### config.mk
export PLATFORM = sky130hd
export DESIGN_NAME = perf_threshold_irq
export DESIGN_NICKNAME = d
export VERILOG_FILES = /design/src/rtl/perf_threshold_irq_pkg.sv /design/src/rtl/perf_threshold_irq.sv
export SDC_FILE = /design/constraint.sdc
export NUM_CORES = 1
export LEC_CHECK = 0
export BUFFER_PORTS_ARGS = -buffer_cell sky130_fd_sc_hd__buf_4
export CORE_MARGIN = 2
export CORE_UTILIZATION = 36
export DETAILED_ROUTE_END_ITERATION = 8
export PLACE_DENSITY_LB_ADDON = 0.3
export SETUP_SLACK_MARGIN = 0.15
export SYNTH_ARGS = -nofsm -noshare
export SYNTH_HDL_FRONTEND = slang
export SYNTH_SLANG_ARGS = --single-unit
export TNS_END_PERCENT = 10
### constraint.sdc
create_clock -name clk_i -period 3.4 [get_ports clk_i]
set_input_delay 0.17 -clock clk_i [delete_from_list [all_inputs] [get_ports clk_i]]
set_output_delay 0.17 -clock clk_i [all_outputs]
set_load 0.01 [all_outputs]
### src/rtl/perf_threshold_irq_pkg.sv
// Purpose : Shared constants and types for the HPM threshold interrupt block.
//           Holds the data-path width, the two custom M-mode CSR addresses
//           and the interrupt FSM state encoding.
// Contents: XLEN, CSR_MHPM_OVF_EN, CSR_MHPM_OVF_PEND, hpm_irq_state_e.
package perf_threshold_irq_pkg;

    localparam int XLEN = 64;

    localparam logic [11:0] CSR_MHPM_OVF_EN   = 12'h7C0;
    localparam logic [11:0] CSR_MHPM_OVF_PEND = 12'h7C1;

    typedef enum logic [1:0] {
        IRQ_IDLE     = 2'd0,
        IRQ_ASSERT   = 2'd1,
        IRQ_WAIT_CLR = 2'd2
    } hpm_irq_state_e;

endpackage

### src/rtl/perf_threshold_irq.sv
// Purpose : Converts HPM counter threshold flags into sticky pending bits,
//           masks them with a CSR enable register and drives one level
//           interrupt towards the trap logic. A holdoff counter enforces a
//           minimum idle gap after each interrupt deassertion.
// Ports   : clk_i, rst_ni        clock, async active-low reset
//           debug_mode_i         core in debug mode (drops rises, masks irq)
//           threshold_i          per-counter level flags (bit i = counter i+3)
//           addr_i/we_i/data_i   CSR write port (valid every cycle)
//           data_o               CSR read data, combinational from addr_i
//           irq_o                registered level interrupt request
//           irq_ack_i            trap-taken pulse for this interrupt
//           cause_o              index of the counter behind the interrupt
module perf_threshold_irq
    import perf_threshold_irq_pkg::*;
#(
    parameter int NumCounters   = 6,
    parameter int HoldoffCycles = 16
) (
    input  logic                   clk_i,
    input  logic                   rst_ni,
    input  logic                   debug_mode_i,
    input  logic [NumCounters-1:0] threshold_i,
    input  logic [11:0]            addr_i,
    input  logic                   we_i,
    input  logic [XLEN-1:0]        data_i,
    output logic [XLEN-1:0]        data_o,
    output logic                   irq_o,
    input  logic                   irq_ack_i,
    output logic [2:0]             cause_o
);

    // Holdoff counter needs at least one bit even when holdoff is disabled.
    localparam int HW = (HoldoffCycles > 0) ? $clog2(HoldoffCycles + 1) : 1;
    localparam logic [HW-1:0] HOLDOFF_LOAD = HW'(HoldoffCycles);

    logic [NumCounters-1:0] r_thr;
    logic [NumCounters-1:0] r_pend;
    logic [NumCounters-1:0] r_en;
    logic [2:0]             r_cause;
    logic [HW-1:0]          r_holdoff;
    logic                   r_irq;
    hpm_irq_state_e         r_state;

    logic [NumCounters-1:0] w_set;
    logic [NumCounters-1:0] w_clr;
    logic [NumCounters-1:0] w_masked;
    logic                   w_act;
    logic [2:0]             w_pick;
    logic                   w_found;
    hpm_irq_state_e         w_state_d;
    logic [2:0]             w_cause_d;
    logic [HW-1:0]          w_holdoff_d;

    // Rising-edge detect; rises seen in debug mode are discarded, not deferred.
    always_comb begin
        if (debug_mode_i) begin
            w_set = '0;
        end else begin
            w_set = threshold_i & ~r_thr;
        end
    end

    // W1C mask for the pending register.
    always_comb begin
        if (we_i && (addr_i == CSR_MHPM_OVF_PEND)) begin
            w_clr = data_i[NumCounters-1:0];
        end else begin
            w_clr = '0;
        end
    end

    assign w_masked = r_pend & r_en;
    assign w_act    = |w_masked;

    // Lowest-index enabled pending counter.
    always_comb begin
        w_pick  = 3'd0;
        w_found = 1'b0;
        for (int i = 0; i < NumCounters; i++) begin
            if (w_masked[i] && !w_found) begin
                w_pick  = 3'(i);
                w_found = 1'b1;
            end else begin
                w_found = w_found;
            end
        end
    end

    // CSR read mux.
    always_comb begin
        case (addr_i)
            CSR_MHPM_OVF_EN:   data_o = {{(XLEN-NumCounters){1'b0}}, r_en};
            CSR_MHPM_OVF_PEND: data_o = {{(XLEN-NumCounters){1'b0}}, r_pend};
            default:           data_o = {XLEN{1'b0}};
        endcase
    end

    // Interrupt FSM next-state, cause latch and holdoff countdown.
    always_comb begin
        w_state_d   = r_state;
        w_cause_d   = r_cause;
        w_holdoff_d = r_holdoff;
        case (r_state)
            IRQ_IDLE: begin
                if (r_holdoff != '0) begin
                    w_holdoff_d = r_holdoff - HW'(1);
                end else begin
                    w_holdoff_d = r_holdoff;
                end
                if (w_act && (r_holdoff == '0) && !debug_mode_i) begin
                    w_state_d = IRQ_ASSERT;
                    w_cause_d = w_pick;
                end else begin
                    w_state_d = IRQ_IDLE;
                end
            end
            IRQ_ASSERT: begin
                // Debug freezes the handshake; it resumes on debug exit.
                if (debug_mode_i) begin
                    w_state_d = IRQ_ASSERT;
                end else if (irq_ack_i) begin
                    w_state_d = IRQ_WAIT_CLR;
                end else if (!w_act) begin
                    w_state_d   = IRQ_IDLE;
                    w_holdoff_d = HOLDOFF_LOAD;
                end else begin
                    w_state_d = IRQ_ASSERT;
                end
            end
            IRQ_WAIT_CLR: begin
                if (!w_act) begin
                    w_state_d   = IRQ_IDLE;
                    w_holdoff_d = HOLDOFF_LOAD;
                end else begin
                    w_state_d = IRQ_WAIT_CLR;
                end
            end
            default: begin
                w_state_d   = IRQ_IDLE;
                w_holdoff_d = '0;
            end
        endcase
    end

    // State, CSR and output registers.
    always_ff @(posedge clk_i or negedge rst_ni) begin
        if (!rst_ni) begin
            r_thr     <= '0;
            r_pend    <= '0;
            r_en      <= '0;
            r_cause   <= 3'd0;
            r_holdoff <= '0;
            r_irq     <= 1'b0;
            r_state   <= IRQ_IDLE;
        end else begin
            r_thr     <= threshold_i;
            // Set after clear so a same-cycle rise beats the W1C.
            r_pend    <= (r_pend & ~w_clr) | w_set;
            if (we_i && (addr_i == CSR_MHPM_OVF_EN)) begin
                r_en <= data_i[NumCounters-1:0];
            end else begin
                r_en <= r_en;
            end
            r_cause   <= w_cause_d;
            r_holdoff <= w_holdoff_d;
            r_irq     <= (w_state_d == IRQ_ASSERT) && !debug_mode_i;
            r_state   <= w_state_d;
        end
    end

    assign irq_o   = r_irq;
    assign cause_o = r_cause;

endmodule
==> results.toml, run 1 <==
[status]
outcome = "complete, no violations"

[critical_path]
worst-path-max-fanout = 8
critical_path.startpoint = "r_en[1]"
r2r_path_start = "r_en[1]"
criticalPathCategory = "reg2reg"
setup.worst_path.end_class = "register"
timing.critical_path.from_type = "register"
worstReg2RegEnd = "r_holdoff[1]"
arrival_ps = 1930
critical_path_sink = "r_holdoff[1]"
r2r.worst_path.cells = 4
worst_ep_required_time_ps = 3560
regToRegSetupSlack_ps = 1630

[cells_and_area]
layout_commonest_cell = "conb_1"
finish.net_count = 342
layout_common_cells = "58 x conb_1, 38 x buf_4, 29 x dfrtp_1"
synthToLayoutAreaGrowth_pct = 16.1
fillers = 568
share_of_layout_cells_above_drive_strength_1 = 0.235
antenna_cells_inserted = 0

[floorplanning]
pin_count = 155
std_cell_rows = 27
core_box_area_um2 = 5410
die_area_um2 = 6110
die_h_um = 78.2
floorplan.initialDensity = 0.367
horizontal_die_dimension_um = 78.2

[yosys]
post_synth_fa_ha_maj_area_fraction = 0.0316
share_of_the_yosys_chip_area_belonging_to_registers = 0.366
synth_top_family_by_area = "buffers and inverters"
ys_ff_latch = 29
syn_area_um2 = 1980
synth.yosys.warnings = 0
yosys.area_share.xor_xnor = 0
synth.mux.area_fraction = 0.0770
synth-compound-area-share = 0.127
syn_inst = 203
synth_cell_type_count = 40
post_synth_and_or_nand_nor_area_fraction = 0.147
synthesis.area_per_instance_um2 = 9.76

[sta]
finalSetupViolCount = 0
final.setup_skew_ps = 5.40
report.final.hold_viol_count = 0
highest_attainable_clock_frequency_mhz = 565
final.setup.tns_ps = 0
fin_crit_ps = 1770
unrepaired_setup_endpoints_after_global_routing = "false"
drv_slew = 0
timing.final.ws_setup_ps = 1630
finalHoldWorstSlack_ps = 129
fin_crit_sh = 0.521

[global_routing]
grt-ovfl-total = 0
grt_first_pass_wirelength_um = 6330
antenna_violations_before_repair = 0
grt_usage = 0.131
grt_start_max_net_pins = 30
vias_in_the_first_global_route = 1376

[detailed_routing]
dr_total_vias = 1376
firstDrtPassIters = 4
vias_per_cell = 4.26
route.antenna.remaining_nets = 0
detail_route.iter0.violations = 90
final_wirelength_um = 3700
post-route-drc-count = 0
wire_per_inst_um = 11.4

[clock_network]
cts.repair_timing.setup_buffer_count = 0
insertion_delay_ps = 280
clock_sink_count = 29
number_of_buffers_added_by_the_clock_tree_synthesis_step = 5
cts_hold_repair.buffers = 7
postCtsResizedCells = 0
cts_max_level = 2
cts-root-buf = "clkbuf_8"
clock_tree_from_tritoncts = "built"
clkSlewWorstSetupHoldPaths_ps = 70
ctsLongestPathBuffers = 2

[placed_design]
gpl.final_weighted_congestion = 0.744
minimum_setup_slack_after_placement_ps = 1470
io_buffers = 38
dp_hpwl_um = 2730

[job]
maxCapViolCount = 0

[power_and_ir_drop]
worst_ir_drop_vdd_v = 0.000166
power.density_cell_area_nw_per_um2 = 446
power.static_leakage_nw = 1.21

[hold_path]
holdCritPathClass = "in2reg"
[report_power, final]
group | internal [mW] | leakage, nW | switching [mW] | total [mW]
combinational | 0.112 | 0.804 | 0.141 | 0.253
clock | 0.239 | 0.0585 | 0.138 | 0.377
sequential | 0.378 | 0.352 | 0.0167 | 0.395
[layer usage]
layer,vias up,GRT usage,wire (µm)
li1,672,-,-
met1,640,0.161,1620
met2,60,0.221,1760
met3,4,0.0402,275
met4,0,0.0421,46
met5,-,0,0
[worst max-delay path, cell delays in order (launching register included)]
cell and delay [ps]:
dfrtp_1 430, a22oi_4 290, nand3_4 150, a221o_2 480, mux2_4 310
[metrics by stage]
stage | area [µm²] | power (mW) | utilization | std cells
global placement | 2110 | 0.642 | 0.391 | 308
detailed placement | 2110 | 0.645 | 0.391 | 308
global route | 2300 | 1.09 | 0.426 | 323
floorplan | 2200 | 0.629 | - | 260
CTS | 2300 | 1.03 | 0.426 | 323
finish | 2300 | 1.03 | 0.426 | 323
[state kept, by name, summed over array words and instances (netlist names)]
signal,count
r_thr,6
r_holdoff,5
irq_o,1
cause_o,3
r_state,2
r_en,6
r_pend,6
[worst min path at each step]
stage / slack (ps) / from / cells after the start / to
floorplan: -130 / rst_ni / 0 / cause_o[0]
global placement: 130 / rst_ni / 1 / r_pend[3]
detailed placement: 120 / rst_ni / 1 / r_holdoff[2]
CTS: 120 / data_i[1] / 2 / r_en[1]
global route: 130 / data_i[4] / 2 / r_en[4]
finish: 130 / data_i[1] / 2 / r_en[1]
[logic make-up after synthesis]
| kind of cell | after synthesis |
|---|---|
| mux | 14 |
| other cells | 1 |
| simple gates | 53 |
| fa+ha+maj | 5 |
| compound gates | 29 |
| buf+inv | 72 |
| flops | 29 |
[synthesized netlist by cell type, drive strengths merged]
cell	n	share of area
or3	1	0.0032
and4b	1	0.0051
nor3	1	0.0025
a22oi	3	0.028
inv	10	0.019
nand3	12	0.037
buf	62	0.23
dfrtp	29	0.37
nor4	2	0.014
and4	1	0.0044
mux2	7	0.042
and3b	1	0.0044
or4	1	0.0038
mux2i	7	0.035
o22ai	2	0.0063
o21a	1	0.0038
a32o	2	0.010
a221oi	1	0.0044
a32oi	1	0.0044
ha	5	0.032
and2b	1	0.0038
nand2	9	0.017
nor2	16	0.030
nand2b	3	0.0095
a211oi	1	0.0038
o21ai	1	0.0025
o211a	1	0.0051
conb	1	0.0019
nor2b	3	0.0095
o221ai	1	0.0044
a21oi	7	0.018
a221o	1	0.0057
or2	1	0.0032
a22o	7	0.031
[cell type report]
class	count	area (µm²)	share of cell area
clock buffers	7	86.3	0.0375
clock inverters	1	30.0	0.0131
flip-flops and latches	29	726	0.315
well taps	72	90.1	0.0392
inverters	10	37.5	0.0163
repair buffers	45	355	0.154
multi-input cells	159	976	0.424
No activity file was read; power rests on OpenSTA's default activity.
==> run 2, diff against run 1 <==
--- a/config.mk
+++ b/config.mk
@@ -5,6 +5,7 @@
 export SDC_FILE = /design/constraint.sdc
 export NUM_CORES = 1
 export LEC_CHECK = 0
+export ABC_AREA = 1
 export BUFFER_PORTS_ARGS = -buffer_cell sky130_fd_sc_hd__buf_4
 export CORE_MARGIN = 2
 export CORE_UTILIZATION = 36
==> constraint.sdc (replaced) <==
create_clock -name clk_i -period 1.6 [get_ports clk_i]
set_input_delay 0.08 -clock clk_i [delete_from_list [all_inputs] [get_ports clk_i]]
set_output_delay 0.08 -clock clk_i [all_outputs]
set_load 0.01 [all_outputs]
==> run 2 against run 1 <==
Compared with the run above:
- clock skew shrank 2.4 ps
- synthesized area grew 0.13%
- highest routed layer unchanged
- critical endpoint is now r_holdoff[2]
- core utilization grew 2.0 points
- via count grew 15%
==> results.toml, run 2 <==
[critical_path]
r2r_path_start = "r_state[1]"
worst-path-max-fanout = 8
setup.worst_path.end_class = "register"
timing.critical_path.from_type = "register"
regToRegSetupSlack_ps = 180
arrival_ps = 1630
r2r.worst_path.cells = 9
worst_ep_required_time_ps = 1810
worstReg2RegEnd = "r_holdoff[2]"
criticalPathCategory = "reg2reg"

[sta]
highest_attainable_clock_frequency_mhz = 704
fin_crit_sh = 0.888
final.setup.tns_ps = 0
final.setup_skew_ps = 3.02
fin_crit_ps = 1420
report.final.hold_viol_count = 0
unrepaired_setup_endpoints_after_global_routing = "true"
drv_slew = 0
finalHoldWorstSlack_ps = 35.8
finalSetupViolCount = 0

[cells_and_area]
share_of_layout_cells_above_drive_strength_1 = 0.274
antenna_cells_inserted = 0
synthToLayoutAreaGrowth_pct = 21.4
finish.net_count = 394
largestRegisters = "r_en x6, r_pend x6, r_thr x6"
finalInstanceArea_um2 = 2410
layout_commonest_cell = "conb_1"
layout_common_cells = "58 x conb_1, 53 x nand2_1, 44 x buf_4"

[power_and_ir_drop]
power.static_leakage_nw = 1.34
power.density_cell_area_nw_per_um2 = 861
power.total_mw = 2.07
worst_ir_drop_vdd_v = 0.000541

[global_routing]
antenna_violations_before_repair = 0
grt_first_pass_wirelength_um = 6180
grt-ovfl-total = 0
vias_in_the_first_global_route = 1455
grt_usage = 0.128
grt_start_max_net_pins = 30

[clock_network]
cts-root-buf = "clkbuf_8"
clkSlewWorstSetupHoldPaths_ps = 60
clock_tree_from_tritoncts = "built"
cts_max_level = 2
insertion_delay_ps = 280
number_of_buffers_added_by_the_clock_tree_synthesis_step = 5
clock_sink_count = 29
ctsLongestPathBuffers = 2

[floorplanning]
pin_count = 155
die_h_um = 78.2
horizontal_die_dimension_um = 78.2
floorplan.initialDensity = 0.367
die_area_um2 = 6120
core_box_area_um2 = 5410
std_cell_rows = 27

[hold_path]
hold_start = "data_i[0]"
hold_depth = 3
min_delay_worst_endpoint = "r_en[0]"
holdCritPathClass = "in2reg"

[yosys]
synth_largest_type_area_fraction = 0.366
ys_ff_latch = 29
synthDominantAreaCellType = "dfrtp_1"
yosys-top-cells-area = "dfrtp_1 37%, buf_4 23%, nand2_1 10%"
synth.yosys.warnings = 0
syn_inst = 247
synthesis.area_per_instance_um2 = 8.03
share_of_the_yosys_chip_area_belonging_to_registers = 0.366
syn_area_um2 = 1980
synth_cell_type_count = 25
synthArstFlopShare = 1.00
netlist_top_cells_count = "60 x buf_4, 55 x nand2_1, 29 x dfrtp_1, 28 x nand3_1, 14 x inv_1"
post-synth-top-count-cell = "buf_4"
synth_edf_count = 0
synth-main-ff-cell = "dfrtp_1"

[detailed_routing]
post-route-drc-count = 0
route.antenna.remaining_nets = 0
wire_per_inst_um = 10.1
final_wirelength_um = 3790
firstDrtPassIters = 4
vias_per_cell = 4.22
detail_route.iter0.violations = 29
dr_total_vias = 1583

[placed_design]
gpl.final_weighted_congestion = 0.774
dp_hpwl_um = 2800
io_buffers = 38
placed_cell_area_um2 = 2130

[status]
outcome = "complete, no violations"

[job]
maxCapViolCount = 0
-- run 2: cell count changes after synthesis, moves of 7 or more --
| cell | change |
|---|---|
| nand3_1 | +17 |
| nor2_1 | -7 |
| nand2_1 | +46 |
| a22o_1 | -7 |
| o21ai_1 | +9 |
| mux2i_1 | -7 |
| nand2_2 | +8 |
-- run 2: power breakdown --
group	internal, mW	total (mW)	switching (mW)
clock network	0.388	0.669	0.281
logic	0.233	0.519	0.286
registers	0.814	0.885	0.0713
-- run 2: worst max-delay path by stage --
stage	start	end	slack, ps
floorplan	r_state[0]	r_holdoff[4]	270
global placement	r_state[0]	cause_o[0]	120
detailed placement	r_state[0]	cause_o[0]	90
CTS	r_state[0]	cause_o[0]	150
global route	r_state[1]	r_holdoff[3]	90
finish	r_state[1]	r_holdoff[2]	180
-- run 2: metal layers --
| layer | routed length [µm] | track usage | vias to the layer above | share of wire |
|---|---|---|---|---|
| li1 | - | - | 788 | - |
| met1 | 1710 | 0.155 | 719 | 0.45 |
| met2 | 1760 | 0.221 | 69 | 0.46 |
| met3 | 234 | 0.0299 | 7 | 0.062 |
| met4 | 79 | 0.0474 | 0 | 0.021 |
| met5 | 0 | 0 | - | 0 |
-- run 2: worst max-delay path, stage by stage (launching register included) --
cell and delay, ps:
dfrtp_1 400, inv_2 90, ha_4 140, inv_1 60, nor2_2 110, nand3_2 130, and2_4 220, nand2_8 80
nand2_2 50, o21ai_1 70
-- run 2: layout make-up --
class	count	area (µm²)
Fill cell	559	3000
Multi-Input combinational cell	200	1030
Sequential cell	29	726
Timing Repair Buffer	52	412
Clock buffer	7	96.3
Tap cell	72	90.1
Inverter	14	52.6
Clock inverter	1	5.00
-- run 2: logic make-up (layout without fill, tap and decap cells) --
group | after synthesis | count (layout) | synth area share
DFF | 29 | 29 | 0.366
and+or+nand+nor | 119 | 119 | 0.297
buffers and inverters | 75 | 74 | 0.255
AOI/OAI and AO/OA | 17 | 17 | 0.0441
adders and majority gates | 5 | 5 | 0.0315
other | 1 | 58 | 0.00189
xor gates and xnor gates | 1 | 1 | 0.00441
-- run 2: per-stage QoR --
stage	instances	utilization	setup slack, ps
3_5_place_dp	354	0.394	92.2
2_1_floorplan	304	-	265
3_3_place_gp	354	0.394	119
4_1_cts	373	0.431	149
5_1_grt	375	0.446	93.2
6_report	375	0.446	179
-- run 2: timing repair --
| item | 4_1_cts | 5_1_grt |
|---|---|---|
| resized for setup | 1 | 16 |
| buffers inserted | 4 | 2 |
| hold buffers | 7 | 0 |
| endpoints found under the hold margin | 35 | 0 |
| setup endpoints to repair | 10 | 10 |
| pin swaps | 1 | 7 |
==> run 3, diff against run 2 <==
--- a/config.mk
+++ b/config.mk
@@ -7,8 +7,10 @@
 export LEC_CHECK = 0
 export ABC_AREA = 1
 export BUFFER_PORTS_ARGS = -buffer_cell sky130_fd_sc_hd__buf_4
+export CELL_PAD_IN_SITES_DETAIL_PLACEMENT = 1
+export CELL_PAD_IN_SITES_GLOBAL_PLACEMENT = 1
 export CORE_MARGIN = 2
-export CORE_UTILIZATION = 36
+export CORE_UTILIZATION = 24
 export DETAILED_ROUTE_END_ITERATION = 8
 export PLACE_DENSITY_LB_ADDON = 0.3
 export SETUP_SLACK_MARGIN = 0.15
==> run 3 against run 2 <==
Compared with the run above:
- die area is 47% higher
- largest cell class unchanged
- critical path depth is 1 higher
- cell area is 3.3% higher
- sequential cell count stayed put
- clock power is 16% higher
- via count is 1.8% higher
- sequential share of layout area is 0.95 points lower
- first-iteration DRC count is 45% higher
- global-route usage is 2.0 points lower
==> results.toml, run 3 (synthesis gave the netlist of run 2 again) <==
[status]
outcome = "complete, no violations"

[detailed_routing]
final_wirelength_um = 4460
route.antenna.remaining_nets = 0
post-route-drc-count = 0
firstDrtPassIters = 4
vias_per_cell = 3.92
dr_total_vias = 1611
wire_per_inst_um = 10.8
detail_route.iter0.violations = 42

[clock_network]
cts-root-buf = "clkbuf_8"
cts_max_level = 2
insertion_delay_ps = 280
ctsLongestPathBuffers = 2
clkSlewWorstSetupHoldPaths_ps = 70
number_of_buffers_added_by_the_clock_tree_synthesis_step = 5
clock_sink_count = 29
clock_tree_from_tritoncts = "built"

[critical_path]
critical_path.startpoint = "r_state[0]"
critical_path_sink = "irq_o"
setup.worst_path.end_class = "register"
arrival_ps = 1580
r2r.worst_path.cells = 10
regToRegSetupSlack_ps = 240
timing.critical_path.from_type = "register"
criticalPathCategory = "reg2reg"
worst_ep_required_time_ps = 1820
worst-path-max-fanout = 5
worstReg2RegEnd = "irq_o"
r2r_path_start = "r_state[0]"

[global_routing]
grt-ovfl-total = 0
grt_usage = 0.108
grt_start_max_net_pins = 30
vias_in_the_first_global_route = 1588
grt_first_pass_wirelength_um = 7480
antenna_violations_before_repair = 0

[sta]
final.setup.tns_ps = 0
fin_crit_ps = 1360
final.setup_skew_ps = 6.34
finalSetupViolCount = 0
finalHoldWorstSlack_ps = 45.5
report.final.hold_viol_count = 0
highest_attainable_clock_frequency_mhz = 733
fin_crit_sh = 0.853
unrepaired_setup_endpoints_after_global_routing = "true"
drv_slew = 0

[cells_and_area]
post_route_insts_no_fill = 411
synthToLayoutAreaGrowth_pct = 25.4
share_of_layout_cells_above_drive_strength_1 = 0.284
largestRegisters = "r_en x6, r_pend x6, r_thr x6"
layout_commonest_cell = "conb_1"
layout_common_cells = "58 x conb_1, 55 x nand2_1, 48 x buf_4"
antenna_cells_inserted = 0
finish.net_count = 397

[floorplanning]
horizontal_die_dimension_um = 94.9
die_area_um2 = 9010
core_box_area_um2 = 8130
die_h_um = 94.9
std_cell_rows = 33
pin_count = 155
floorplan.initialDensity = 0.244

[power_and_ir_drop]
worst_ir_drop_vdd_v = 0.000333
switching_power_mw = 0.674
p_seq_frac = 0.397
power.static_leakage_nw = 1.36
power.density_cell_area_nw_per_um2 = 888
combPwrFrac = 0.251
pwr-share-clk = 0.352
internal_power_mw = 1.54
p_sw_frac = 0.305

[hold_path]
holdCritPathClass = "in2reg"

[placed_design]
gpl.final_weighted_congestion = 0.754
dp_hpwl_um = 3420
io_buffers = 38
place_inst = 387

[job]
maxCapViolCount = 0
-- run 3: cell types whose count changed in the layout (fill, tap and decap cells not counted), moves of 2 or more --
| cell | change |
|---|---|
| nand2_2 | -3 |
| nand2_1 | +2 |
| clkbuf_8 | -2 |
| buf_4 | +4 |
-- run 3: per-stage QoR --
stage                     utilization  setup slack [ps]  total power, mW  area (µm²)
final                           0.306               236             2.21        2490
after global routing            0.306               129             2.38        2490
after CTS                       0.294               159             2.16        2390
after detailed placement        0.267              65.1             1.34        2170
after global placement          0.267              75.3             1.32        2170
after floorplan                     -               265             1.30        2200
-- run 3: how the worst min path moves through the flow --
stage | from | to | slack [ps] | cells past startpoint
after floorplan | rst_ni | cause_o[0] | -220 | 0
after global placement | rst_ni | r_holdoff[3] | 40 | 1
after detailed placement | rst_ni | r_holdoff[1] | 40 | 1
after CTS | data_i[4] | r_en[4] | 40 | 3
after global routing | data_i[4] | r_en[4] | 60 | 3
final | data_i[4] | r_en[4] | 50 | 3
-- run 3: power by group through the flow --
stage,clock network [mW],logic (mW),registers [mW]
finish,0.778,0.555,0.877
detailed placement,0,0.446,0.892
global route,0.832,0.655,0.890
CTS,0.805,0.476,0.879
floorplan,0,0.420,0.875
global placement,0,0.436,0.888
-- run 3: what timing repair did --
item                                   CTS  global route
resized for setup                        2            16
buffers inserted                         5             4
hold buffers                             7             0
endpoints found under the hold margin   35             0
pin swaps                                3             6
setup endpoints to repair               10            10
-- run 3: final cells by class --
type	count	area, µm²
fillers	991	5650
multi-input cells	200	1030
flip-flops and latches	29	726
repair buffers	55	430
well taps	105	131
clock buffers	5	68.8
inverters	14	52.6
clock inverters	3	46.3
-- run 3: metal layers --
metal / up-vias / global-route usage / share of wire
met4: 0 / 0.0399 / 0.010
met3: 4 / 0.0168 / 0.041
met5: - / 0 / 0
met2: 57 / 0.181 / 0.50
li1: 794 / - / -
met1: 756 / 0.138 / 0.44
-- run 3: critical path, stage by stage (launching register included) --
cell and delay, ps:
dfrtp_1 390, inv_2 90, ha_4 140, inv_2 40
nor2_2 100, nand3_2 110, nor2_4 130, nand2_4 80
nand3_2 70, nand2_2 70, nor2_2 100
